$ cat config.mk
export PLATFORM = sky130hd
export DESIGN_NAME = addsub_serial
export DESIGN_NICKNAME = d
export VERILOG_FILES = /design/src/rtl/addsub_serial.sv
export SDC_FILE = /design/constraint.sdc
export NUM_CORES = 1
export LEC_CHECK = 0
export ABC_AREA = 1
export BUFFER_PORTS_ARGS = -buffer_cell sky130_fd_sc_hd__buf_2
export CAP_MARGIN = 20
export CORE_MARGIN = 2
export CORE_UTILIZATION = 40
export DETAILED_ROUTE_END_ITERATION = 16
export PLACE_DENSITY = 0.63
export SETUP_SLACK_MARGIN = 0.02
export SLEW_MARGIN = 20
export SYNTH_ARGS = -nofsm -noshare
export SYNTH_HDL_FRONTEND = slang
export SYNTH_SLANG_ARGS = --single-unit
$ cat constraint.sdc
create_clock -name clk -period 3 [get_ports clk]
set_clock_uncertainty 0.2 [all_clocks]
set_input_delay 0.6 -clock clk [delete_from_list [all_inputs] [get_ports clk]]
set_output_delay 0.6 -clock clk [all_outputs]
set_load 0.02 [all_outputs]
$ cat src/rtl/addsub_serial.sv
// addsub_serial: digit-serial adder/subtractor.
// Processes CHUNK bits per cycle, LSB slice first, over N = WIDTH/CHUNK cycles.
// The optional signed-overflow flag is built only when the macro
// ADDSUB_SERIAL_OVF_EN is defined; otherwise ovf is tied to 0.

module addsub_serial #(
    parameter int WIDTH = 16,
    parameter int CHUNK = 4
) (
    input  logic             clk,
    input  logic             rst,
    input  logic             start,
    input  logic [WIDTH-1:0] a,
    input  logic [WIDTH-1:0] b,
    input  logic             sub,
    input  logic             cin,
    output logic             busy,
    output logic             done,
    output logic [WIDTH-1:0] result,
    output logic             cout,
    output logic             ovf
);

    localparam int N     = WIDTH / CHUNK;
    localparam int CNT_W = (N > 1) ? $clog2(N) : 1;

    typedef enum logic [1:0] {
        ST_IDLE = 2'b00,
        ST_BUSY = 2'b01,
        ST_DONE = 2'b10
    } state_t;

    state_t             state_r;
    state_t             state_nx_s;
    logic               busy_r;
    logic               done_r;
    logic               busy_nx_s;
    logic               done_nx_s;

    logic [WIDTH-1:0]   a_r;
    logic [WIDTH-1:0]   b_r;
    logic               sub_r;
    logic               carry_r;
    logic [CNT_W-1:0]   cnt_r;
    logic [WIDTH-1:0]   result_r;
    logic               cout_r;

    logic               accept_s;
    logic               last_s;
    logic [WIDTH-1:0]   b_eff_s;
    logic [CHUNK-1:0]   slice_a_s;
    logic [CHUNK-1:0]   slice_b_s;
    logic [CHUNK:0]     sum_s;
    logic [WIDTH-1:0]   result_nx_s;

    // A start is honoured only when no operation is running.
    assign accept_s = start && (state_r != ST_BUSY);
    assign last_s   = (cnt_r == CNT_W'(N - 1));
    assign b_eff_s  = sub_r ? ~b_r : b_r;

    // State register plus registered busy/done flags.
    always_ff @(posedge clk) begin
        if (rst) begin
            state_r <= ST_IDLE;
            busy_r  <= 1'b0;
            done_r  <= 1'b0;
        end else begin
            state_r <= state_nx_s;
            busy_r  <= busy_nx_s;
            done_r  <= done_nx_s;
        end
    end

    // Next-state logic.
    always_comb begin
        state_nx_s = state_r;
        case (state_r)
            ST_IDLE: begin
                if (start) state_nx_s = ST_BUSY;
                else       state_nx_s = ST_IDLE;
            end
            ST_BUSY: begin
                if (last_s) state_nx_s = ST_DONE;
                else        state_nx_s = ST_BUSY;
            end
            ST_DONE: begin
                if (start) state_nx_s = ST_BUSY;
                else       state_nx_s = ST_IDLE;
            end
            default: state_nx_s = ST_IDLE;
        endcase
    end

    // Output decode of the upcoming state so busy/done come straight from flops.
    always_comb begin
        busy_nx_s = 1'b0;
        done_nx_s = 1'b0;
        case (state_nx_s)
            ST_IDLE: begin
                busy_nx_s = 1'b0;
                done_nx_s = 1'b0;
            end
            ST_BUSY: begin
                busy_nx_s = 1'b1;
                done_nx_s = 1'b0;
            end
            ST_DONE: begin
                busy_nx_s = 1'b0;
                done_nx_s = 1'b1;
            end
            default: begin
                busy_nx_s = 1'b0;
                done_nx_s = 1'b0;
            end
        endcase
    end

    // Select the active slice, add it, and splice the sum into the result.
    always_comb begin
        slice_a_s   = {CHUNK{1'b0}};
        slice_b_s   = {CHUNK{1'b0}};
        for (int i = 0; i < N; i++) begin
            if (cnt_r == CNT_W'(i)) begin
                slice_a_s = a_r[i*CHUNK +: CHUNK];
                slice_b_s = b_eff_s[i*CHUNK +: CHUNK];
            end else begin
                slice_a_s = slice_a_s;
                slice_b_s = slice_b_s;
            end
        end
        sum_s       = {1'b0, slice_a_s} + {1'b0, slice_b_s} + {{CHUNK{1'b0}}, carry_r};
        result_nx_s = result_r;
        for (int i = 0; i < N; i++) begin
            if (cnt_r == CNT_W'(i)) begin
                result_nx_s[i*CHUNK +: CHUNK] = sum_s[CHUNK-1:0];
            end else begin
                result_nx_s[i*CHUNK +: CHUNK] = result_r[i*CHUNK +: CHUNK];
            end
        end
    end

    // Operand capture and slice-by-slice datapath; the carry register is
    // seeded with cin so slice 0 sees the captured carry-in.
    always_ff @(posedge clk) begin
        if (rst) begin
            a_r      <= {WIDTH{1'b0}};
            b_r      <= {WIDTH{1'b0}};
            sub_r    <= 1'b0;
            carry_r  <= 1'b0;
            cnt_r    <= {CNT_W{1'b0}};
            result_r <= {WIDTH{1'b0}};
            cout_r   <= 1'b0;
        end else if (accept_s) begin
            a_r      <= a;
            b_r      <= b;
            sub_r    <= sub;
            carry_r  <= cin;
            cnt_r    <= {CNT_W{1'b0}};
            result_r <= {WIDTH{1'b0}};
            cout_r   <= 1'b0;
        end else if (state_r == ST_BUSY) begin
            result_r <= result_nx_s;
            carry_r  <= sum_s[CHUNK];
            if (last_s) begin
                cout_r <= sum_s[CHUNK];
                cnt_r  <= cnt_r;
            end else begin
                cout_r <= cout_r;
                cnt_r  <= cnt_r + CNT_W'(1);
            end
        end else begin
            result_r <= result_r;
            cout_r   <= cout_r;
        end
    end

`ifdef ADDSUB_SERIAL_OVF_EN
    logic ovf_r;
    logic ovf_s;

    // Signed overflow: like-signed operands producing a result of the other sign.
    assign ovf_s = (a_r[WIDTH-1] == b_eff_s[WIDTH-1]) &&
                   (sum_s[CHUNK-1] != a_r[WIDTH-1]);

    // Overflow flag register, updated on the final slice only.
    always_ff @(posedge clk) begin
        if (rst) begin
            ovf_r <= 1'b0;
        end else if (accept_s) begin
            ovf_r <= 1'b0;
        end else if ((state_r == ST_BUSY) && last_s) begin
            ovf_r <= ovf_s;
        end else begin
            ovf_r <= ovf_r;
        end
    end

    assign ovf = ovf_r;
`else
    assign ovf = 1'b0;
`endif

    assign busy   = busy_r;
    assign done   = done_r;
    assign result = result_r;
    assign cout   = cout_r;

endmodule

-- After elaboration in Yosys (flattened, before gate mapping)
Cells that the tools add are included.
- bits in registers: 57
- bits of input ports: 37
- output and inout port bits: 20
- logic and storage cells: 53
- $add $sub $neg: 3
- equality and inequality tests: 8
- mux-type cells: 16
- bitwise operators: 2
- reduce and logical (&&, ||, !) cells: 11
- operators with widths (cell ; count):
    $mux W4 ; 8
    $mux W16 ; 1
    $not A16 Y16 ; 1
    $reduce_and A2 Y1 ; 5
    $eq A2 B2 Y1 const B ; 4
    $eq A2 B1 Y1 const B ; 3
    $add A4 B4 Y5 ; 1
    $add A5 B1 Y5 ; 1
    $mux W1 ; 5
    $logic_not A2 Y1 ; 2
    $pmux W2 S2 ; 1
    $reduce_or A2 Y1 ; 2
    $add A2 B1 Y2 const B ; 1
    $mux W2 ; 1
    $ne A2 B1 Y1 const B ; 1
    $reduce_bool A2 Y1 ; 1
    $logic_and A1 B1 Y1 ; 1
    $not A1 Y1 ; 1

-- Logic depth before layout (Yosys ltp)
- depth after elaboration: 10
- mapped depth: 17
- mapped depth without buffers: 17

-- Worst setup path after synthesis
OpenSTA, ideal clock, no wires.
- kind: flip-flop to flip-flop
- start: reg cnt_r[0]
- end: reg result_r[14] (netlist: result[14])
- setup time: 0.066 ns
- data arrival time: 2.413 ns
- data required time: 2.734 ns
- setup slack: 0.321 ns
- stages on the path, launching flop included: 12
- buffers on the path: 2
- clock period less this slack: 2.679 ns
- path through: dfxtp_1 ha_1 buf_2 inv_2 buf_2 nor2_1 o21bai_1 fa_1 fa_1 xnor2_1 nand2_1 a21oi_2
- word-level cells in the longest chain between the ends: 7
- elaborated cells on any way between the ends: 15
- classes of those cells: 2 x add/sub; 3 x eq/ne; 8 x mux; 2 x reduce/logical
- ends and longest elaborated chain (item ; line ; RTL):
    start, declared ; 44 ; logic [CNT_W-1:0] cnt_r;
    start signal, assigned ; 150 ; cnt_r <= {CNT_W{1'b0}};
    start signal, assigned ; 158 ; cnt_r <= {CNT_W{1'b0}};
    start signal, assigned ; 166 ; cnt_r <= cnt_r;
    $logic_not A2 Y1 ; 123 ; if (cnt_r == CNT_W'(i)) begin
    $mux W4 (4 in series) ; 123 ;
    $add A4 B4 Y5 ; 131 ; sum_s = {1'b0, slice_a_s} + {1'b0, slice_b_s} + {{CHUNK{1'b0}}, carry_r};
    $add A5 B1 Y5 ; 131 ;
    end signal, assigned ; 151 ; result_r <= {WIDTH{1'b0}};
    end signal, assigned ; 159 ; result_r <= {WIDTH{1'b0}};
    end signal, assigned ; 162 ; result_r <= result_nx_s;
    end, declared ; 45 ; logic [WIDTH-1:0] result_r;
Parallel ways exist; a longest one is shown, timed or not.
A chain may end at the register's enable or synchronous reset.

-- Worst setup path in the final report
- start: reg cnt_r[0]
- end: reg cout_r (netlist: cout)
- word-level cells in the longest chain between the ends: 7
- elaborated cells on any way between the ends: 15
- classes of those cells: 2 x add/sub; 3 x eq/ne; 8 x mux; 2 x reduce/logical
- ends and longest elaborated chain (item ; line ; RTL):
    $logic_not A2 Y1 ; 123 ;
    $mux W4 (4 in series) ; 123 ;
    $add A4 B4 Y5 ; 131 ;
    $add A5 B1 Y5 ; 131 ;
    end signal, assigned ; 165 ; cout_r <= sum_s[CHUNK];
    end signal, assigned ; 168 ; cout_r <= cout_r;
    end signal, assigned ; 173 ; cout_r <= cout_r;
    end, declared ; 46 ; logic cout_r;
Parallel ways exist; a longest one is shown, timed or not.

==> reports/metrics.yaml <==
ys_seq_area_frac: 0.413
worst_setup_path_start_kind: "flop"
num_rows: 30
power.ir.vdd_worst_mv: 0.242
fmaxAchievable_mhz: 359
clk_latency_ps: 330
cts_buffer_depth: 2
path_cells: "inv_1 -> ha_2 -> inv_2 -> nor2_4 -> nand2_1 -> a21oi_1 -> o21bai_1 -> fa_1 -> fa_2 -> o21ai_0 -> nand2_1 -> a21oi_2"
rsz0062_at_grt: "false"
setup_viol: 0
grt_pass1_vias: 2352
synth_warnings: 0
leakage_nw: 1.51
num_io_pins: 57
min_path_cells: 2
antenna_found_initial: 0
critPathKind: "flop to flop"
die_area_um2: 7590
grt_start_max_net_pins: 47
cts.reportedPaths.clkPinSlew_ps: 70
syn_inst: 382
syn_area_per_cell_um2: 7.24
worstPathRequired_ps: 3060
drv_slew: 0
cts_tree: "yes"
fin_setup_tns_ps: 0
netlist_area_um2: 2760
cpPeakStageDelay_ps: 450
cp_max_fo: 5
finalCriticalPeriod_ps: 2780
viasPerCell: 4.82
dr.pass1.iters: 5
synth.largest_area_cell: "dfxtp_1"
hpwl_um: 4390
r2r_cells: 12
cts_root_buf: "clkbuf_8"
ys_types: 26
cts-htree-levels: 3
period_share: 0.928
gp_congestion: 0.829
whs_ps: 258
cts_buffers: 9
hold_viol: 0
initial_utilization: 0.409
min-delay-path-class: "flop to flop"
cts_sinks: 57
final_common_cell: "nand2_1"
fp.coreArea_um2: 6760
diodes: 0
die_width_um: 87.1
crit_path_top_delay_cell: "fa_1"
arrival_ps: 2850
status: "complete, no violations"
ys_ff_latch: 57
syn_to_final_growth_pct: 19.1
wl_per_cell_um: 11.4
drv_cap: 0
portBuffers: 55
layout_common_cells: "nand2_1 (82), dfxtp_1 (57), buf_2 (55), nor2_1 (53), o21ai_1 (34)"
cp_num_cells: 12
critPathBufInv: 2
fp.dieH_um: 87.1
wirelength_um: 5920
p_per_area_nw_per_um2: 575
cp-end-kind: "flop"
ant_nets: 0
synth_top_area_share: 0.413
overflow: 0
grt.total_usage: 0.172
synth_fp_nets: 428
final_nets: 482
ys_top_cells_by_area: "dfxtp_1 (41%), nand2_1 (11%), nor2_1 (7.2%)"
drtIter0Drc: 141
drive_above_1_share: 0.256
crit_family: "adder cells"
grt_pass1_wl_um: 10300
drc: 0
dr_total_vias: 2513
crit_top_cell: "nand2_1"
cell families after synthesis:
family	synth area share
simple gates	0.254
compound gates	0.172
buf+inv	0.0973
flops	0.413
fa+ha+maj	0.0462
xor+xnor	0.0158
other cells	0.00136
report_power, final:
group	switching, mW	total (mW)	internal (mW)
clock network	0.303	0.706	0.403
registers	0.0289	0.833	0.804
logic	0.221	0.353	0.132
total	0.553	1.89	1.34
synthesized netlist by cell type:
master / instances
o21ai_0: 3
o21ai_2: 1
ha_1: 7
buf_2: 5
o211ai_1: 3
inv_1: 29
dfxtp_1: 57
or2_1: 1
nor2_1: 53
xnor2_1: 2
nor2_4: 2
a21oi_2: 11
nand3_1: 23
nand2_1: 82
o21ai_1: 34
buf_6: 2
conb_1: 1
nand2_4: 3
o21bai_1: 1
nor2_2: 3
inv_2: 14
xor2_1: 3
a21oi_1: 31
buf_4: 7
buf_1: 2
fa_1: 2
sequential cells by signal, summed over array words and instances, names as in the netlist:
signal and cells:
sub_r 1, done 1, result 16, a_r 16
cout 1, b_r 16, busy 1, carry_r 1
state_r 2, cnt_r 2
stage by stage:
stage	utilization	total power [mW]	instances	setup slack, ps	cell area, um2
detailed placement	0.453	1.18	505	58.3	3060
global placement	0.453	1.18	505	192	3060
global route	0.487	2.00	521	49.8	3290
floorplan	-	1.10	382	321	2760
finish	0.487	1.89	521	216	3290
CTS	0.482	1.89	521	48.0	3260
final cells by class:
class                   instances  area (um2)
repair buffers                 59         305
multi-input cells             266        1390
flip-flops and latches         57        1140
inverters                      43         161
clock inverters                 5        55.1
fillers                       711        3460
clock buffers                  11         141
well taps                      80         100
what timing repair did:
action | CTS | global route
buffers inserted | 0 | 0
hold buffers | 0 | 0
gates resized for setup | 0 | 7
setup endpoints to repair | 0 | 10
worst min-delay path: stages (launching register included):
cell     delay, ps
dfxtp_1        310
nand2_1         60
a21oi_1         50
per-layer routing:
metal	routed length, um	vias up	GRT usage
li1	-	1327	-
met1	2840	1119	0.223
met2	2690	55	0.279
met3	273	12	0.0332
met4	121	0	0.0755
met5	0	-	0
worst paths after layout:
kind | startpoint | endpoint | slack [ps]
max | cnt_r[0] | cout | 220
min | result[8] | result[8] | 260
max reg2reg | cnt_r[0] | cout | 220
min reg2reg | result[8] | result[8] | 260
Note: power is estimated with default switching activity, not from simulation.
